File: src/rtl/fir_mac_serial_if.sv
// Handshake bundle for fir_mac_serial: sample/coefficient input, filtered output, reload control.
// Latency: none (wires only).
// Backpressure: carries in_ready/out_ready; the slave side is the filter.
interface fir_mac_serial_if #(
    parameter int BW_IN  = 6,
    parameter int BW_OUT = 8
);
    logic              coef_load;
    logic              in_valid;
    logic              in_ready;
    logic [BW_IN-1:0]  in_data;
    logic              out_valid;
    logic              out_ready;
    logic [BW_OUT-1:0] out_data;
    logic              coef_loaded;

    modport master (
        output coef_load, in_valid, in_data, out_ready,
        input  in_ready, out_valid, out_data, coef_loaded
    );

    modport slave (
        input  coef_load, in_valid, in_data, out_ready,
        output in_ready, out_valid, out_data, coef_loaded
    );
endinterface

File: src/rtl/fir_mac_serial.sv
// Time-multiplexed FIR: one signed multiplier walks N_TAPS taps per sample, then round/saturate.
// Latency: out_valid after N_TAPS+1 edges following the input accept; N_TAPS+3 cycles per sample.
// Backpressure: output held until out_ready; in_ready low from accept until the output handshake.
module fir_mac_serial #(
    parameter int N_TAPS   = 4,
    parameter int BW_IN    = 6,
    parameter int BW_COEF  = 6,
    parameter int BW_OUT   = 8,
    parameter int SHIFT    = 6,
    parameter int SATURATE = 1
) (
    input  logic           clk,
    input  logic           reset,
    fir_mac_serial_if.slave bus
);
    localparam int BW_ACC  = BW_IN + BW_COEF + $clog2(N_TAPS);
    localparam int BW_PROD = BW_IN + BW_COEF;
    localparam int BW_R    = BW_ACC + 1;
    localparam int CW      = $clog2(N_TAPS);
    localparam logic [CW-1:0] LAST = CW'(N_TAPS - 1);

    // Rounding constant: half an output LSB, so the shift rounds half toward +inf.
    localparam int HALF_SH = (SHIFT > 0) ? SHIFT - 1 : 0;
    localparam logic signed [BW_R-1:0] RND_HALF = (SHIFT > 0) ? (BW_R'(1) << HALF_SH) : '0;
    localparam logic signed [BW_R-1:0] OUT_MAX  = BW_R'((2 ** (BW_OUT - 1)) - 1);
    localparam logic signed [BW_R-1:0] OUT_MIN  = ~OUT_MAX;

    typedef enum logic [2:0] {S_LOAD, S_IDLE, S_MAC, S_RND, S_OUT} state_t;

    state_t                      r_state;
    state_t                      w_state_nxt;
    logic                        w_in_rdy;
    logic                        w_in_acc;
    logic [CW-1:0]               r_cnt;
    logic signed [BW_COEF-1:0]   r_coef [N_TAPS];
    logic signed [BW_IN-1:0]     r_x    [N_TAPS];
    logic signed [BW_ACC-1:0]    r_acc;
    logic [BW_OUT-1:0]           r_out_data;
    logic                        r_coef_loaded;

    logic signed [BW_IN-1:0]     w_x_sel;
    logic signed [BW_COEF-1:0]   w_c_sel;
    logic signed [BW_PROD-1:0]   w_prod;
    logic signed [BW_ACC-1:0]    w_prod_ext;
    logic signed [BW_R-1:0]      w_sum;
    logic signed [BW_R-1:0]      w_rs;
    logic [BW_OUT-1:0]           w_res;

    // Shared multiplier: both operands sign-extended to the full product width.
    assign w_x_sel    = r_x[r_cnt];
    assign w_c_sel    = r_coef[r_cnt];
    assign w_prod     = $signed({{BW_COEF{w_x_sel[BW_IN-1]}}, w_x_sel})
                      * $signed({{BW_IN{w_c_sel[BW_COEF-1]}}, w_c_sel});
    assign w_prod_ext = {{(BW_ACC - BW_PROD){w_prod[BW_PROD-1]}}, w_prod};

    // One guard bit above the accumulator keeps the rounding add from overflowing.
    assign w_sum = $signed({r_acc[BW_ACC-1], r_acc}) + RND_HALF;
    assign w_rs  = w_sum >>> SHIFT;

    assign w_in_acc = bus.in_valid & w_in_rdy;

    assign bus.in_ready    = w_in_rdy;
    assign bus.out_valid   = (r_state == S_OUT);
    assign bus.out_data    = r_out_data;
    assign bus.coef_loaded = r_coef_loaded;

    // Clamp to the signed output range, or wrap to the low output bits.
    always_comb begin
        w_res = w_rs[BW_OUT-1:0];
        if (SATURATE != 0) begin
            if (w_rs > OUT_MAX) begin
                w_res = OUT_MAX[BW_OUT-1:0];
            end else if (w_rs < OUT_MIN) begin
                w_res = OUT_MIN[BW_OUT-1:0];
            end
        end
    end

    // FSM state register.
    always_ff @(posedge clk) begin
        if (reset) begin
            r_state <= S_LOAD;
        end else begin
            r_state <= w_state_nxt;
        end
    end

    // Next state and in_ready; coef_load in IDLE masks in_ready so no sample slips in.
    always_comb begin
        w_state_nxt = r_state;
        w_in_rdy    = 1'b0;
        case (r_state)
            S_LOAD: begin
                w_in_rdy = 1'b1;
                if (bus.in_valid && r_cnt == LAST) begin
                    w_state_nxt = S_IDLE;
                end
            end
            S_IDLE: begin
                w_in_rdy = ~bus.coef_load;
                if (bus.coef_load) begin
                    w_state_nxt = S_LOAD;
                end else if (bus.in_valid) begin
                    w_state_nxt = S_MAC;
                end
            end
            S_MAC: begin
                if (r_cnt == LAST) begin
                    w_state_nxt = S_RND;
                end
            end
            S_RND: begin
                w_state_nxt = S_OUT;
            end
            S_OUT: begin
                if (bus.out_ready) begin
                    w_state_nxt = S_IDLE;
                end
            end
            default: begin
                w_state_nxt = S_LOAD;
            end
        endcase
    end

    // Datapath: coefficient capture, delay line, accumulate, round/register result.
    always_ff @(posedge clk) begin
        if (reset) begin
            for (int k = 0; k < N_TAPS; k++) begin
                r_coef[k] <= '0;
                r_x[k]    <= '0;
            end
            r_cnt         <= '0;
            r_acc         <= '0;
            r_out_data    <= '0;
            r_coef_loaded <= 1'b0;
        end else begin
            case (r_state)
                S_LOAD: begin
                    if (w_in_acc) begin
                        r_coef[r_cnt] <= bus.in_data[BW_COEF-1:0];
                        if (r_cnt == LAST) begin
                            r_cnt         <= '0;
                            r_coef_loaded <= 1'b1;
                        end else begin
                            r_cnt <= r_cnt + CW'(1);
                        end
                    end
                end
                S_IDLE: begin
                    if (bus.coef_load) begin
                        for (int k = 0; k < N_TAPS; k++) begin
                            r_x[k] <= '0;
                        end
                        r_coef_loaded <= 1'b0;
                        r_cnt         <= '0;
                    end else if (w_in_acc) begin
                        for (int k = N_TAPS - 1; k > 0; k--) begin
                            r_x[k] <= r_x[k-1];
                        end
                        r_x[0] <= bus.in_data;
                        r_acc  <= '0;
                        r_cnt  <= '0;
                    end
                end
                S_MAC: begin
                    r_acc <= r_acc + w_prod_ext;
                    r_cnt <= (r_cnt == LAST) ? '0 : r_cnt + CW'(1);
                end
                S_RND: begin
                    r_out_data <= w_res;
                end
                default: begin
                end
            endcase
        end
    end
endmodule

File: src/flat_wrapper.sv
// flat-port wrapper written by rule: the top's interface ports become plain ports
module fir_mac_serial_flat 
#(
    parameter int N_TAPS   = 4,
    parameter int BW_IN    = 6,
    parameter int BW_COEF  = 6,
    parameter int BW_OUT   = 8,
    parameter int SHIFT    = 6,
    parameter int SATURATE = 1
)
  (clk, reset, bus_coef_load, bus_in_valid, bus_in_data, bus_out_ready, bus_in_ready, bus_out_valid, bus_out_data, bus_coef_loaded);
  fir_mac_serial_if #(.BW_IN(BW_IN), .BW_OUT(BW_OUT)) bus_i ();
  input  logic clk;
  input  logic reset;
  input wire logic [$bits(bus_i.coef_load)-1:0] bus_coef_load;
  input wire logic [$bits(bus_i.in_valid)-1:0] bus_in_valid;
  input wire logic [$bits(bus_i.in_data)-1:0] bus_in_data;
  input wire logic [$bits(bus_i.out_ready)-1:0] bus_out_ready;
  output wire logic [$bits(bus_i.in_ready)-1:0] bus_in_ready;
  output wire logic [$bits(bus_i.out_valid)-1:0] bus_out_valid;
  output wire logic [$bits(bus_i.out_data)-1:0] bus_out_data;
  output wire logic [$bits(bus_i.coef_loaded)-1:0] bus_coef_loaded;
  assign bus_i.coef_load = bus_coef_load;
  assign bus_i.in_valid = bus_in_valid;
  assign bus_i.in_data = bus_in_data;
  assign bus_i.out_ready = bus_out_ready;
  assign bus_in_ready = bus_i.in_ready;
  assign bus_out_valid = bus_i.out_valid;
  assign bus_out_data = bus_i.out_data;
  assign bus_coef_loaded = bus_i.coef_loaded;
  fir_mac_serial #(.N_TAPS(N_TAPS), .BW_IN(BW_IN), .BW_COEF(BW_COEF), .BW_OUT(BW_OUT), .SHIFT(SHIFT), .SATURATE(SATURATE)) u_core (.clk(clk), .reset(reset), .bus(bus_i));
endmodule
File: config.mk
export PLATFORM = sky130hd
export DESIGN_NAME = fir_mac_serial_flat
export DESIGN_NICKNAME = d
export VERILOG_FILES = /design/src/rtl/fir_mac_serial_if.sv /design/src/rtl/fir_mac_serial.sv /design/src/flat_wrapper.sv
export SDC_FILE = /design/constraint.sdc
export NUM_CORES = 1
export LEC_CHECK = 0
export ABC_AREA = 1
export CORE_MARGIN = 10
export CORE_UTILIZATION = 60
export DETAILED_ROUTE_END_ITERATION = 8
export PLACE_DENSITY = 0.79
export SLEW_MARGIN = 10
export SYNTH_ARGS = -nofsm -noshare
export SYNTH_HDL_FRONTEND = slang
export SYNTH_SLANG_ARGS = --single-unit
File: constraint.sdc
create_clock -name clk -period 10.6 [get_ports clk]
set_input_delay 1.06 -clock clk [delete_from_list [all_inputs] [get_ports clk]]
set_output_delay 1.06 -clock clk [all_outputs]
set_load 0.01 [all_outputs]
# After elaboration in Yosys (flattened, before gate mapping)

Memories as Yosys holds them, arrays and structs flattened. A register that Yosys moved wholly into a read port is not among the register bits.
Index checks and enable logic that the tools add are counted.

Order comparisons: 2
Equal/unequal tests: 15
Multipliers: 1
Reductions and logical operators: 10
Mux-type cells: 50
Add/sub/neg operators: 3
Bitwise operators: 10

Operator list:

| operator              | number |
|---|---|
| $mux 6                | 9 |
| $mux 14               | 2 |
| $pmux 14 s2           | 1 |
| $mux 1                | 18 |
| $mux 2                | 9 |
| $mux 8                | 2 |
| $add 14x7->15 const B | 1 |
| $mux 3                | 5 |
| $pmux 3 s5            | 1 |
| $add 14x12->14        | 1 |
| $mul 6x6->12          | 1 |
| $ne 2x1->1 const B    | 5 |
| $gt 9x8->1 const B    | 1 |
| $lt 9x8->1 const B    | 1 |
| $or 1x1->1            | 8 |
| $reduce_and 4->1      | 2 |
| $eq 3x2->1 const B    | 2 |
| $ne 2x2->1 const B    | 3 |
| $pmux 2 s3            | 1 |
| $reduce_and 3->1      | 2 |
| $reduce_or 6->1       | 1 |
| $pmux 1 s2            | 2 |
| $reduce_bool 2->1     | 2 |
| $eq 3x1->1 const B    | 1 |
| 10 further kinds      | 10 |

Input bits: 11
Memories kept: 2
Bits in registers: 28
RAM bits: 48
Word-level logic and storage cells: 98

Memories:

| memory        | depth | bits a word | read ports | clocked after Yosys merged registers in | write ports | line                 | source |
|---|---|---|---|---|---|---|---|
| u_core.r_coef | 4     | 6           | 1          | 1                                       | 4           | fir_mac_serial.sv:35 | `logic signed [BW_COEF-1:0] r_coef [N_TAPS];` |
| u_core.r_x    | 4     | 6           | 4          | 1                                       | 4           | fir_mac_serial.sv:36 | `logic signed [BW_IN-1:0] r_x [N_TAPS];` |

# Logic depth before layout (Yosys ltp)

Depth in word-level cells: 9
Gate-level depth with buffers: 26
Depth with buffers taken out: 24

# Worst setup path after synthesis

No wires, ideal clock.

Path kind: flip-flop to flip-flop
From: register (tool-made name)
To: register u_core.r_acc[8]
Arrival time: 4.524 ns
Period minus slack after synthesis: 4.656 ns
Setup slack: 5.944 ns
Setup time: 0.132 ns
Stages on the path, launching flop included: 26
Buffers on the path: 2
Cells stage by stage: dfxtp_1 buf_2 inv_1 buf_4 nand2_1 a32oi_1 inv_1 nor2_1 inv_1 fa_1 inv_1 fa_1 fa_1 inv_1 fa_1 inv_1 ha_1 nand2_1 inv_1 nand2_1 nand2_1 inv_1 nand2_1 or2_2 nand3_1 a21oi_1

RTL lines:

| what                 | line                  | source |
|---|---|---|
| end signal, assigned | fir_mac_serial.sv:167 | `r_acc <= r_acc + w_prod_ext;` |
| end, declared        | fir_mac_serial.sv:37  | `logic signed [BW_ACC-1:0] r_acc;` |

==> metrics.yaml <==
flow_run:
  maxCapViolations: 0
logic_synthesis:
  yosysSeqAreaShare_pct: 34.7
  syn_nets: 817
  ys_ff_latch: 78
  synth_warnings: 0
  syn_inst: 732
  synth_area_sq_mm: 0.00571
  synth.avg_cell_area_sq_um: 7.81
  ys_types: 34
cts:
  cts.sinks: 78
  postCtsResizedCells: 0
  root_buffer: "clkbuf_8"
  clk_latency_ns: 0.36
  path_clk_slew_ns: 0.09
  hold_buffers: 0
  numCtsBuffers: 9
  cts_tree: "done"
  cts_setup_buffers: 0
  clockBufferDepth: 2
  htree_levels: 3
floorplanning:
  ioPinCount: 22
  dieArea_sq_mm: 0.0138
  die_h_microns: 118
  num_rows: 35
  die-width_microns: 118
  initial_core_util_pct: 61.8
  core_area_sq_mm: 0.00924
timing:
  setup_viol: 0
  fin_crit_ns: 5.70
  maxSlewHeadroom_pct: 38.6
  hold_violations: 0
  rsz0062_at_grt: "no"
  post-route-period-util_pct: 53.8
  tightest_slew_ns: 0.914
  setup_ws_ns: 4.90
  slew_violations: 0
  tns_ns: 0
  max_freq_mhz: 175
  skew_ns: 0.0101
place:
  dp_worst_setup_slack_ns: 4.98
  gp_congestion: 0.933
  hpwl_mm: 9.90
  io_buffer_count: 21
global_routing:
  overflow: 0
  antenna_found_initial: 0
  grt_pass1_vias: 4564
  grt_max_degree: 28
  grt_pass1_wl_mm: 21.7
  track_usage_pct: 18.7
critical_path:
  crit_chain: "inv_1 -> nand2_1 -> a32oi_1 -> inv_1 -> nor2_1 -> fa_1 -> inv_1 -> fa_1 -> inv_1 -> fa_1 -> inv_1 -> fa_1 -> inv_1 -> ha_1 -> nand2_1 -> inv_1 -> nand2_1 -> nand2_1 -> inv_1 -> nand2_1 -> or2_2 -> nand3_1 -> a21oi_1"
  cpMostUsedCell: "inv_1"
  critPathRequiredTime_ns: 10.84
  endpoint: "u_core.r_acc[9]"
  worst-path-stages: 23
  crit_type: "register to register"
  max_stage_delay_ns: 0.82
  r2r_cells: 23
  crit_family: "adder cells"
  r2r_slack_ns: 4.90
  path_max_fanout: 27
  critical_path_arrival_ns: 5.94
  end_kind: "register"
  cpMaxStageDelayCell: "dfxtp_1"
  timing.rr.end: "u_core.r_acc[9]"
  crit_buf_inv: 8
  start_kind: "register"
min_path:
  hp-class: "register to register"
  min_from: "u_core.r_acc[3]"
status:
  status: "complete, no violations"
detailed_routing:
  vias: 4661
  drtAntennaViolNets: 0
  viasPerCell: 5.27
  drcViolationCount: 0
  drt-pass1-iter-count: 5
  wirelength_mm: 12.7
  drt_iter0_markers: 312
  wl_per_cell_microns: 14.3
cells_and_area:
  antenna_cells: 0
  fillers: 763
  multiInputGateArea_sq_mm: 0.00303
  fin_nets: 835
  seqCellArea_sq_mm: 0.00198
  drive_above_1_share_pct: 4.64
  area_growth_pct: 8.82
pwr:
  power_leakage_nw: 2.93
  power_frac_comb_pct: 57.6
  p_int_uw: 732
  powerDensity_mw_per_mm2: 221
  seqPwrFrac_pct: 25.1
  ir_drop_uv: 120
  p_clk_share_pct: 17.3
  switchingPower_uw: 643
  swShare_pct: 46.8
registers in the layout (all words and copies together) (netlist names), named ones only:
register	count
u_core.r_acc	14
u_core.bus.out_data	8
u_core.r_x	24
u_core.r_state	3
u_core.bus.coef_loaded	1
u_core.r_cnt	2
u_core.r_coef	24
logic make-up (layout without fill, tap and decap cells):
| family | Yosys count | count (layout) | synth area share [%] |
|---|---|---|---|
| buffers and inverters | 179 | 202 | 12.2 |
| DFF | 78 | 78 | 34.7 |
| and+or+nand+nor | 307 | 307 | 21.9 |
| AOI/OAI and AO/OA | 88 | 88 | 8.96 |
| adders and majority gates | 74 | 74 | 21.3 |
| xor gates and xnor gates | 6 | 6 | 0.920 |
through the flow:
step / cells / cell area [sq um] / util (%) / hold WS [ns] / power, mW
after CTS: 884 / 6220 / 67.3 / 0.475 / 1.38
after detailed placement: 868 / 6010 / 65.1 / 0.462 / 1.13
final: 884 / 6220 / 67.3 / 0.474 / 1.37
after global routing: 884 / 6220 / 67.3 / 0.497 / 1.53
after floorplan: 732 / 5710 / - / 0.443 / 0.973
after global placement: 868 / 6010 / 65.1 / 0.452 / 1.11
synthesized netlist by cell type:
master,number,area [sq um]
fa_1,39,781
or2_2,5,31.3
nor2_1,90,338
o2111ai_1,1,8.76
o21ai_0,17,85.1
nand2_2,3,18.8
a32oi_1,11,96.3
o21bai_1,2,15.0
a21oi_1,49,245
xnor2_1,2,17.5
o21ai_2,1,8.76
inv_1,160,601
xor2_1,4,35.0
nand2_1,170,638
clkbuf_1,7,26.3
a211oi_1,2,15.0
nand4_1,2,12.5
o21a_1,1,7.51
dfxtp_1,36,721
nor2_4,1,11.3
nand3_2,1,10.0
edfxtp_1,42,1260
a21o_1,2,15.0
buf_4,1,7.51
buf_6,2,22.5
nor2_2,2,12.5
nand3b_1,1,7.51
buf_2,6,30.0
nor3_4,1,16.3
o31ai_1,2,15.0
ha_1,35,438
nand3_1,23,115
inv_2,3,11.3
nor3_1,8,40.0
worst min-delay path: cells and delay by family, from the launching register on:
kind,cells,cell delay [ns]
AND/OR/NAND/NOR,1,0.06
AO/OA/AOI/OAI,1,0.05
flip-flops,1,0.32
cells in the final DEF, fill, tap and decap left out, types with 2 or more instances in the layout:
cell type        count
nand2_1            170
inv_1              160
nor2_1              90
a21oi_1             49
edfxtp_1            42
fa_1                39
dfxtp_1             36
ha_1                35
nand3_1             23
clkdlybuf4s50_1     21
o21ai_0             17
a32oi_1             11
clkbuf_8             9
nor3_1               8
or2_2                5
xor2_1               4
inv_2                3
nand2_2              3
o31ai_1              2
nor2_2               2
xnor2_1              2
a21o_1               2
a211oi_1             2
o21bai_1             2
nand4_1              2
inv_6                2
buf_4                2
routing by layer:
layer | vias to the layer above | part of all wire (%) | global-route usage, % | wire length [microns]
li1 | 2302 | - | - | -
met4 | 0 | 1.9 | 6.03 | 244
met5 | - | 0 | 0 | 0
met2 | 148 | 46 | 29.5 | 5880
met1 | 2192 | 45 | 24.8 | 5710
met3 | 19 | 6.6 | 4.41 | 836
worst min path at each step:
stage / end / depth (start not counted)
detailed placement: u_core.r_acc[2] / 2
global placement: u_core.r_acc[2] / 2
finish: u_core.r_acc[3] / 2
global route: u_core.r_acc[0] / 2
CTS: u_core.r_acc[2] / 2
floorplan: u_core.r_acc[3] / 2
layout make-up:
class / count / area share (%)
multi-input combinational: 475 / 48.8
clock inverter: 7 / 1.29
inverter: 163 / 9.84
tap: 129 / 2.60
clock buffer: 9 / 1.99
sequential: 78 / 31.9
timing repair buffer: 23 / 3.62
power groups by stage:
| stage | clock [mW] | sequential, mW | combinational [mW] |
|---|---|---|---|
| final | 0.237 | 0.345 | 0.792 |
| after floorplan | 0 | 0.345 | 0.628 |
| after global placement | 0 | 0.352 | 0.755 |
| after global routing | 0.254 | 0.347 | 0.925 |
| after CTS | 0.242 | 0.345 | 0.790 |
| after detailed placement | 0 | 0.352 | 0.781 |
Note: power is estimated with default switching activity, not from simulation.
==> variant (same settings) <==
The 5 states of `state_t` get a Gray code encoding in 3 bits.
--- a/src/rtl/fir_mac_serial.sv
+++ b/src/rtl/fir_mac_serial.sv
@@ -26,5 +26,5 @@
     localparam logic signed [BW_R-1:0] OUT_MIN  = ~OUT_MAX;
 
-    typedef enum logic [2:0] {S_LOAD, S_IDLE, S_MAC, S_RND, S_OUT} state_t;
+    typedef enum logic [2:0] {S_LOAD = 3'b000, S_IDLE = 3'b001, S_MAC = 3'b011, S_RND = 3'b010, S_OUT = 3'b110} state_t;
 
     state_t                      r_state;
Formal check against the unedited RTL: no difference found for any inputs over 10 cycles, from zero or initial values and one cycle with reset high; not proved beyond that.
==> variant against the unedited design <==
Global-route usage is 0.20 points lower. Clock power fell by 3%. Setup slack improved by 0.22 ns. Synthesized area rose by 1.6%. Critical path type unchanged. Wire length decreased by 0.41%. Largest power group unchanged. Design area is 1.1% higher. Total power fell by 11%. Sequential cell count stayed put. First-iteration DRC count increased by 45%.
==> variant: results (changes against the unedited design) <==
[setup_path]
worst-r2r-setup-slack_ns=5.12  ; was 4.90 ns
reg2reg_depth=20  ; was 23
cp-endpoint=u_core.r_acc[8]  ; was u_core.r_acc[9]
worst_ep_arrival_time_ns=5.71  ; was 5.94 ns
worst_path_largest_cell_delay_ns=0.86  ; was 0.82 ns

[global_routing]
first_global_vias=4490  ; was 4564
grt_first_pass_wirelength_um=21700  ; about the same
grt_usage=0.185  ; was 0.187

[final_layout]
post_route_cells_drive_above_1_share=0.0652  ; was 0.0464
post-route-cell-area_um2=6280  ; was 6220 µm²
nNetsFinal=832  ; was 835
n_fill_cell=774  ; was 763

[logic_synthesis]
area_fraction_in_compound_gates_after_synthesis=0.0936  ; was 0.0896
syn_inst=729  ; was 732
yosys.cell_types.count=39  ; was 34
synth_xor_xnor_area_share=0.00906  ; was 0.00920
synthAdderAreaFrac=0.210  ; was 0.213
synth_sequential_area_ratio=0.342  ; was 0.347
netlist_top_cells_area=sky130_fd_sc_hd__edfxtp_1 22%, sky130_fd_sc_hd__fa_1 13%, sky130_fd_sc_hd__dfxtp_1 12%  ; was sky130_fd_sc_hd__edfxtp_1 22%, sky130_fd_sc_hd__fa_1 14%, sky130_fd_sc_hd__dfxtp_1 13%
post_synthesis_net_count=814  ; was 817
synth_commonest_cells=171 x sky130_fd_sc_hd__nand2_1, 156 x sky130_fd_sc_hd__inv_1, 77 x sky130_fd_sc_hd__nor2_1  ; was 170 x sky130_fd_sc_hd__nand2_1, 160 x sky130_fd_sc_hd__inv_1, 90 x sky130_fd_sc_hd__nor2_1

[outcome]
result_of_the_run=finished, final reports clean  ; unchanged

[power]
seq_power_share=0.282  ; was 0.251
power-per-cell-area_nw_per_um2=194  ; was 221 nW/µm²
max-vdd-ir-drop_mv=0.0950  ; was 0.120 mV
pwr-share-clk=0.189  ; was 0.173
power_leakage_nw=2.97  ; was 2.93 nW
p_sw_mw=0.541  ; was 0.643 mW

[placed_design]
placement.cell_area_um2=6090  ; was 6010 µm²
pre_cts_slack_ns=5.16  ; was 4.98 ns
dp_hpwl_um=9980  ; was 9900 µm
place_congestion=0.897  ; was 0.933
number_of_cells_in_the_design_after_placement=865  ; was 868

[clock_tree]
clk_pin_slew_worst_paths_ns=0.09  ; about the same

[detailed_routing]
routed_wirelength_um=12600  ; was 12700 µm
routed_via_density=5.24  ; was 5.27
drtIter0Drc=453  ; was 312
detailroute.via_count=4614  ; was 4661

[timing]
finClkSkew_ns=0.0104  ; was 0.0101 ns
worst_slew_pin_slew_ns=0.825  ; was 0.914 ns
max_clock_freq_mhz=183  ; was 175 MHz
finalHoldWorstSlack_ns=0.477  ; was 0.474 ns

## variant: kinds of logic (layout without fill, tap and decap cells)
family	after synthesis	after routing
AO/OA/AOI/OAI	90	90
XOR/XNOR	6	6
adder cells (fa/ha/maj)	74	74
buffers and inverters	174	197
flip-flops	78	78
AND/OR/NAND/NOR	307	307
## variant: layout make-up
cell class / instances / share of cell area
clock buffers: 10 / 0.0203
flip-flops and latches: 78 / 0.315
clock inverters: 6 / 0.0111
well taps: 129 / 0.0257
repair buffers: 22 / 0.0346
inverters: 159 / 0.0954
multi-input cells: 477 / 0.498
## variant: worst max-delay path: cells and delay by family, from the launching register on
family / cells / cell delay, ns
fa+ha+maj: 5 / 2.54
buf+inv: 7 / 0.83
compound gates: 4 / 0.79
simple gates: 4 / 0.34
flops: 1 / 0.86
## variant: metal layers
layer / wire (µm) / GRT usage
met5: 0 / 0
met4: 139 / 0.0448
met3: 875 / 0.0362
met2: 5760 / 0.284
met1: 5850 / 0.264
